## src/rtl/crc_host_sequencer.sv

```systemverilog
// Bus initiator that seeds and feeds the CRC peripheral from a job descriptor plus a
// valid/ready word stream, then reads back the DATA register as the job result.
module crc_host_sequencer #(
  parameter logic [31:0] BASE_ADDR = 32'h4003_2000,
  parameter int unsigned GAP       = 0
) (
  input  logic        clk,
  input  logic        rst,
  input  logic        start,
  input  logic [31:0] cfg_ctrl,
  input  logic [31:0] cfg_seed,
  input  logic [31:0] cfg_poly,
  output logic        busy,
  input  logic [31:0] din,
  input  logic        din_valid,
  input  logic        din_last,
  output logic        din_ready,
  output logic [31:0] result,
  output logic        result_valid,
  output logic [31:0] addr,
  output logic        RW,
  output logic        Sel,
  output logic [31:0] data_wr,
  input  logic [31:0] data_rd
);

  localparam logic [3:0] S_IDLE         = 4'd0;
  localparam logic [3:0] S_WR_CTRL_SEED = 4'd1;
  localparam logic [3:0] S_WR_POLY      = 4'd2;
  localparam logic [3:0] S_WR_SEED      = 4'd3;
  localparam logic [3:0] S_WR_CTRL_DATA = 4'd4;
  localparam logic [3:0] S_DATA_WAIT    = 4'd5;
  localparam logic [3:0] S_WR_DATA      = 4'd6;
  localparam logic [3:0] S_RD_RESULT    = 4'd7;
  localparam logic [3:0] S_DONE         = 4'd8;
  localparam logic [3:0] S_GAP_WAIT     = 4'd9;

  localparam logic [31:0] WAS_BIT  = 32'h0200_0000;
  localparam bit          NO_GAP   = (GAP == 0);
  localparam logic [3:0]  GAP_LOAD = 4'(GAP - 1);

  logic [3:0]  state, state_n;
  logic [3:0]  ret_state, ret_n;
  logic [3:0]  gap_cnt, gap_n;
  logic [3:0]  txn_next;
  logic        is_txn;
  logic [31:0] ctrl_q, seed_q, poly_q;
  logic        last_q;
  logic [31:0] ctrl_src;
  logic        sel_n, rw_n;
  logic [31:0] addr_n, wr_n;

  always_comb begin
    state_n  = state;
    ret_n    = ret_state;
    gap_n    = gap_cnt;
    is_txn   = 1'b0;
    txn_next = S_IDLE;
    case (state)
      S_IDLE:         if (start) state_n = S_WR_CTRL_SEED;
      S_WR_CTRL_SEED: begin is_txn = 1'b1; txn_next = S_WR_POLY; end
      S_WR_POLY:      begin is_txn = 1'b1; txn_next = S_WR_SEED; end
      S_WR_SEED:      begin is_txn = 1'b1; txn_next = S_WR_CTRL_DATA; end
      S_WR_CTRL_DATA: begin is_txn = 1'b1; txn_next = S_DATA_WAIT; end
      S_DATA_WAIT:    if (din_valid) state_n = S_WR_DATA;
      S_WR_DATA:      begin is_txn = 1'b1; txn_next = last_q ? S_RD_RESULT : S_DATA_WAIT; end
      S_RD_RESULT:    begin is_txn = 1'b1; txn_next = S_DONE; end
      S_DONE:         state_n = S_IDLE;
      S_GAP_WAIT: begin
        if (gap_cnt == '0) state_n = ret_state;
        else gap_n = gap_cnt - 4'd1;
      end
      default:        state_n = S_IDLE;
    endcase
    // Every bus transaction detours through GAP_WAIT and resumes at its successor.
    if (is_txn) begin
      if (NO_GAP) begin
        state_n = txn_next;
      end else begin
        state_n = S_GAP_WAIT;
        ret_n   = txn_next;
        gap_n   = GAP_LOAD;
      end
    end
  end

  // Bus outputs are registered from the next state, so the first CTRL write must
  // take the control word straight from the input in the accepting cycle.
  assign ctrl_src = (state == S_IDLE) ? cfg_ctrl : ctrl_q;

  always_comb begin
    sel_n  = 1'b0;
    rw_n   = 1'b0;
    addr_n = '0;
    wr_n   = '0;
    case (state_n)
      S_WR_CTRL_SEED: begin sel_n = 1'b1; rw_n = 1'b1; addr_n = BASE_ADDR + 32'h8; wr_n = ctrl_src | WAS_BIT; end
      S_WR_POLY:      begin sel_n = 1'b1; rw_n = 1'b1; addr_n = BASE_ADDR + 32'h4; wr_n = poly_q; end
      S_WR_SEED:      begin sel_n = 1'b1; rw_n = 1'b1; addr_n = BASE_ADDR;        wr_n = seed_q; end
      S_WR_CTRL_DATA: begin sel_n = 1'b1; rw_n = 1'b1; addr_n = BASE_ADDR + 32'h8; wr_n = ctrl_q & ~WAS_BIT; end
      S_WR_DATA:      begin sel_n = 1'b1; rw_n = 1'b1; addr_n = BASE_ADDR;        wr_n = din; end
      S_RD_RESULT:    begin sel_n = 1'b1; rw_n = 1'b0; addr_n = BASE_ADDR; end
      default: ;
    endcase
  end

  always_ff @(posedge clk) begin
    if (rst) begin
      state        <= S_IDLE;
      ret_state    <= S_IDLE;
      gap_cnt      <= '0;
      ctrl_q       <= '0;
      seed_q       <= '0;
      poly_q       <= '0;
      last_q       <= 1'b0;
      busy         <= 1'b0;
      din_ready    <= 1'b0;
      result       <= '0;
      result_valid <= 1'b0;
      addr         <= '0;
      RW           <= 1'b0;
      Sel          <= 1'b0;
      data_wr      <= '0;
    end else begin
      state     <= state_n;
      ret_state <= ret_n;
      gap_cnt   <= gap_n;
      if (state == S_IDLE && start) begin
        ctrl_q <= cfg_ctrl;
        seed_q <= cfg_seed;
        poly_q <= cfg_poly;
      end
      if (state == S_DATA_WAIT && din_valid) last_q <= din_last;
      if (state == S_RD_RESULT) result <= data_rd;
      busy         <= (state_n != S_IDLE);
      din_ready    <= (state_n == S_DATA_WAIT);
      result_valid <= (state_n == S_DONE);
      Sel          <= sel_n;
      RW           <= rw_n;
      addr         <= addr_n;
      data_wr      <= wr_n;
    end
  end

endmodule

```

## config.mk

```make
export PLATFORM = sky130hd
export DESIGN_NAME = crc_host_sequencer
export DESIGN_NICKNAME = d
export VERILOG_FILES = /design/src/rtl/crc_host_sequencer.sv
export SDC_FILE = /design/constraint.sdc
export NUM_CORES = 1
export LEC_CHECK = 0
export BUFFER_PORTS_ARGS = -buffer_cell sky130_fd_sc_hd__buf_2
export CAP_MARGIN = 30
export CORE_UTILIZATION = 45
export CTS_BUF_LIST = sky130_fd_sc_hd__clkbuf_2
export DETAILED_ROUTE_END_ITERATION = 6
export PLACE_DENSITY = 0.74
export SYNTH_ARGS = -nofsm -noshare
export SYNTH_HDL_FRONTEND = slang
export SYNTH_SLANG_ARGS = --single-unit
```

## constraint.sdc

```tcl
create_clock -name clk -period 6.3 [get_ports clk]
set_input_delay 0.315 -clock clk [delete_from_list [all_inputs] [get_ports clk]]
set_output_delay 0.315 -clock clk [all_outputs]
set_load 0.05 [all_outputs]
```

* Word level (Yosys, flattened, before mapping)
Cells that the tools add are included.
Widths: inputs -> output; s select.
** Word-level totals
- Flip-flop bits (word level) :: 206
- Output and inout bits :: 101
- Logic and storage cells :: 56
** Operators by class
- $add $sub $neg :: 1
- Eq/ne operators :: 16
- Muxes and demuxes :: 13
- Bitwise operators :: 1
- Reductions and logical operators :: 11
** Operator list (number)
- $pmux 32 s5 :: 1
- $pmux 31 s3 :: 1
- $eq 4x3->1 const B :: 8
- $mux 32 :: 1
- $pmux 4 s6 :: 1
- $eq 4x2->1 const B :: 4
- $mux 4 :: 4
- $pmux 4 s4 :: 1
- $reduce_or 6->1 :: 2
- $eq 4x1->1 const B :: 2
- $eq 4x4->1 const B :: 2
- $logic_not 4->1 :: 2
- $reduce_or 5->1 :: 1
- $reduce_bool 4->1 :: 1
- $sub 4x1->4 const B :: 1
- $mux 1 :: 3
- $reduce_or 3->1 :: 1
- $logic_and 1x1->1 :: 2
- $mux 2 :: 1
- $reduce_and 2->1 :: 1
- $reduce_or 2->1 :: 1
- $not 1->1 :: 1

* Depth between registers and ports, before layout
- Word-level depth :: 7
- Depth in mapped cells :: 9
- Depth with buffers taken out :: 7

* Least setup slack after synthesis
OpenSTA, ideal clock, no wires.
- Path kind :: register to register
- From :: reg gap_cnt[0]
- To :: reg data_wr[22]
- Setup time :: 137 ps
- Arrival time :: 1962 ps
- Data required time :: 6163 ps
- Setup slack :: 4201 ps
- Cell stages (with the launch flop) :: 9
- Path buffers :: 2
- Period minus slack after synthesis :: 2099 ps
- Path through :: dfxtp_1 inv_1 ha_1 or3b_1 and4_4 buf_6 o41ai_4 buf_6 a311oi_2
** On the way
- Word-level cells in the longest chain between the ends :: 6
- Elaborated cells between the ends (all ways) :: 10
- Classes of those cells :: eq/ne: 5; mux: 4; reduce/logical: 1
** Ends and longest elaborated chain
- start: declaration :: line 44 : logic [3:0] gap_cnt, gap_n;
- start signal: assignment :: line 127 : gap_cnt <= gap_n;
- $logic_not 4->1 * :: line 70 : if (gap_cnt == '0) state_n = ret_state;
- $mux 4 * :: line 70
- $pmux 4 s4 * :: line 59 : case (state)
- $mux 4 * :: line 76 : if (is_txn) begin
- $eq 4x3->1 (tied with other cells) :: line 96 : case (state_n)
- $pmux 32 s5 * :: line 96
- end signal: assignment :: line 141 : data_wr <= wr_n;
- end: declaration :: line 23 : output logic [31:0] data_wr,
Mark *: on every way between the ends. The rest lies on a longest branch, timed or not.
A chain may end at the register's enable or synchronous reset.

* Worst setup path after layout
- From :: reg state[3]
- To :: reg data_wr[20]
** On the way
- Word-level cells in the longest chain between the ends :: 6
- Elaborated cells between the ends (all ways) :: 24
- Classes of those cells :: eq/ne: 13; mux: 9; reduce/logical: 2
** Ends and longest elaborated chain
- start: declaration :: line 42 : logic [3:0] state, state_n;
- start signal: assignment :: line 125 : state <= state_n;
- $eq 4x3->1 (tied with other cells) :: line 59
- $reduce_or 6->1 (no line)
- $pmux 4 s4 / $mux 1 (equally long branches) :: line 59
- $mux 4 :: line 76
- $eq 4x3->1 (tied with other cells) :: line 96
- $pmux 32 s5 * :: line 96
Marked as above.

==> flow_metrics.tcl <==
set metrics [dict create \
    fin_cells 1452 \
    ys_top_cells_by_count "302 x nand2_1, 176 x dfxtp_1, 147 x a21oi_1" \
    ir_drop_uv 209 \
    wl_met1_mm 9.28 \
    wl_met2_mm 11.2 \
    dp_cells 1256 \
    die_area_um2 16400 \
    seq_area_frac_synth_pct 49.3 \
    start_kind "flip-flop" \
    fin_skew_ps 54.9 \
    start_util_pct 46.5 \
    met3_wirelength_mm 1.85 \
    synth_cell_types 48 \
    cp_max_fo 71 \
    postRouteAntennaNets 0 \
    ys_seq_elements 176 \
    die-width_um 128 \
    max_freq_mhz 316 \
    required_ps 6900 \
    path_class "reg -> reg" \
    drc 0 \
    dp_hpwl_mm 12.4 \
    yosys.area.top_type "dfxtp_1" \
    fin_ws_ps 3140 \
    post-route-util_pct 65.2 \
    place_congestion 0.820 \
    die_y_um 128 \
    ff_latch_area_um2 3520 \
    synth_edf_count 0 \
    rsz0062_at_grt "false" \
    via_count 7631 \
    htreeDepth 4 \
    grt_pass1_vias 7420 \
    tns_ps 0 \
    grt_antenna_before_repair 6 \
    coreArea_um2 15400 \
    dp_worst_setup_slack_ps 3320 \
    min_path_type "in -> reg" \
    p_leak_uw 0.00416 \
    gr-total-overflow 0 \
    ios 266 \
    port_buffers 238 \
    drt_wl_total_mm 23.3 \
    drv_slew 0 \
    drive_gt1_share_pct 24.0 \
    grt_max_degree 82 \
    synth_area_leaders "dfxtp_1 49%, nand2_1 16%, a21oi_1 10%" \
    min_period_over_period_pct 50.2 \
    cts.sinks 176 \
    clkLatencyLatePin_ps 720 \
    async_flop_share_pct 0 \
    syn_to_final_growth_pct 40.3 \
    synth_top_area_share_pct 49.3 \
    drv_cap 0 \
    power_density_nw_per_um2 236 \
    vias_per_cell 5.26 \
    endpoint_kind "flip-flop" \
    outcome "finished, final reports clean" \
    post-synth-top-count-cell "nand2_1" \
    cts_tree "done" \
    multi_input_area_um2 3080 \
    num_rows 45 \
    drt_pre_antenna_iters 6 \
    finalHoldViolCount 0 \
    report.final.setup_viol 0 \
    numCtsBuffers 17 \
    clk_pin_slew_ps 240 \
    worstPathArrival_ps 3760 \
    drt_iter0_markers 607 \
    root_buffer "clkbuf_2" \
    avgSynthCellArea_um2 8.21 \
    ys.flop_type "dfxtp_1" \
    nNetsFinal 1388 \
    grt_pass1_wl_mm 36.1 \
    tightest_slew_ps 980 \
    synthesis.instances 870 \
    cts_buffer_depth 2 \
    routed.top_layer "met4" \
    min_period_ps 3160 \
    grt_usage_pct 28.2 \
    wl_per_cell_um 16.0 \
    netlist_area_um2 7140 \
    postCtsResizedCells 0 \
    relSlewSlack_pct 34.4 \
    synth_warnings 0 \
    n_fill_cell 1271 \
]
-- cell type report --
type / instances / share of cell area [%]
Antenna cell: 6 / 0.150
Tap cell: 211 / 2.63
Inverter: 5 / 0.187
Timing Repair Buffer: 407 / 28.9
Multi-Input combinational cell: 615 / 30.7
Clock inverter: 11 / 1.15
Sequential cell: 176 / 35.2
Clock buffer: 21 / 1.05
-- worst paths after layout --
path                                              start                      to  slack [ps]  depth (start not counted)
worst max-delay path                state[3]$_SDFF_PP0_  data_wr[20]$_SDFF_PP0_        3140                          6
worst min register to register  ctrl_q[17]$_SDFFE_PP0P_  data_wr[17]$_SDFF_PP0_         450                          2
worst min-delay path                            din[12]  data_wr[12]$_SDFF_PP0_         130                          3
worst max register to register      state[3]$_SDFF_PP0_  data_wr[20]$_SDFF_PP0_        3140                          6
-- cells in the final DEF, fill, tap and decap left out, types with 3 or more instances in the layout --
cell / count
nor3_1: 7
dlygate4sd3_1: 158
a311oi_2: 5
o2bb2ai_1: 5
o21ai_0: 5
a22oi_1: 15
nand2_1: 302
conb_1: 26
buf_4: 10
a311oi_1: 21
clkinv_2: 3
nand2b_1: 3
diode_2: 6
a221oi_1: 5
a222oi_1: 16
nor2_1: 25
dfxtp_1: 176
clkbuf_2: 21
a21oi_1: 147
buf_2: 237
inv_1: 5
-- power by group --
group	internal [uW]	leakage, uW	switching (uW)
registers	1190	0.00144	38.7
clock network	185	0.000139	379
logic	203	0.00259	366
total	1580	0.00416	784
-- sequential cells by signal, indices dropped and copies added (netlist names) --
name          flops
din_ready         1
gap_cnt           4
result           32
last_q            1
busy              1
seed_q           32
poly_q           32
result_valid      1
ctrl_q           31
data_wr          32
addr              3
Sel               1
state             4
RW                1
-- critical path, cell delays in order (launching register included) --
cell and delay (ps):
dfxtp_1 490, or2_2 580, nor3_4 190, buf_4 460, buf_4 670, a222oi_1 260
a311oi_1 400
-- metrics by stage --
| stage | instance area (um^2) | power (uW) | hold slack, ps |
|---|---|---|---|
| after global routing | 10000 | 2470 | 13.4 |
| after global placement | 8150 | 1720 | 439 |
| after floorplan | 7230 | 1610 | 436 |
| final | 10000 | 2360 | 126 |
| after CTS | 10000 | 2350 | 25.7 |
| after detailed placement | 8200 | 1730 | 443 |
-- cells by family (layout without fill, tap and decap cells) --
family,after synthesis,in the layout,share of synthesized area (%)
simple gates,356,356,20.1
compound gates,226,226,20.5
flops,176,176,49.3
buf+inv,104,444,9.09
xor+xnor,3,3,0.368
mux,3,3,0.438
fa+ha+maj,1,1,0.175
other cells,1,32,0.0525
-- what timing repair did --
action	4_1_cts	5_1_grt
hold buffers	158	0
hold endpoints to repair	158	0
setup buffers	0	0
endpoints found under the setup margin	0	0
-- per-layer routing --
metal,up-vias,GRT usage (%)
li1,3611,-
met1,3506,31.7
met2,422,47.8
met3,92,8.43
met4,0,15.7
met5,-,0
Power figures use the tool's default switching activity.
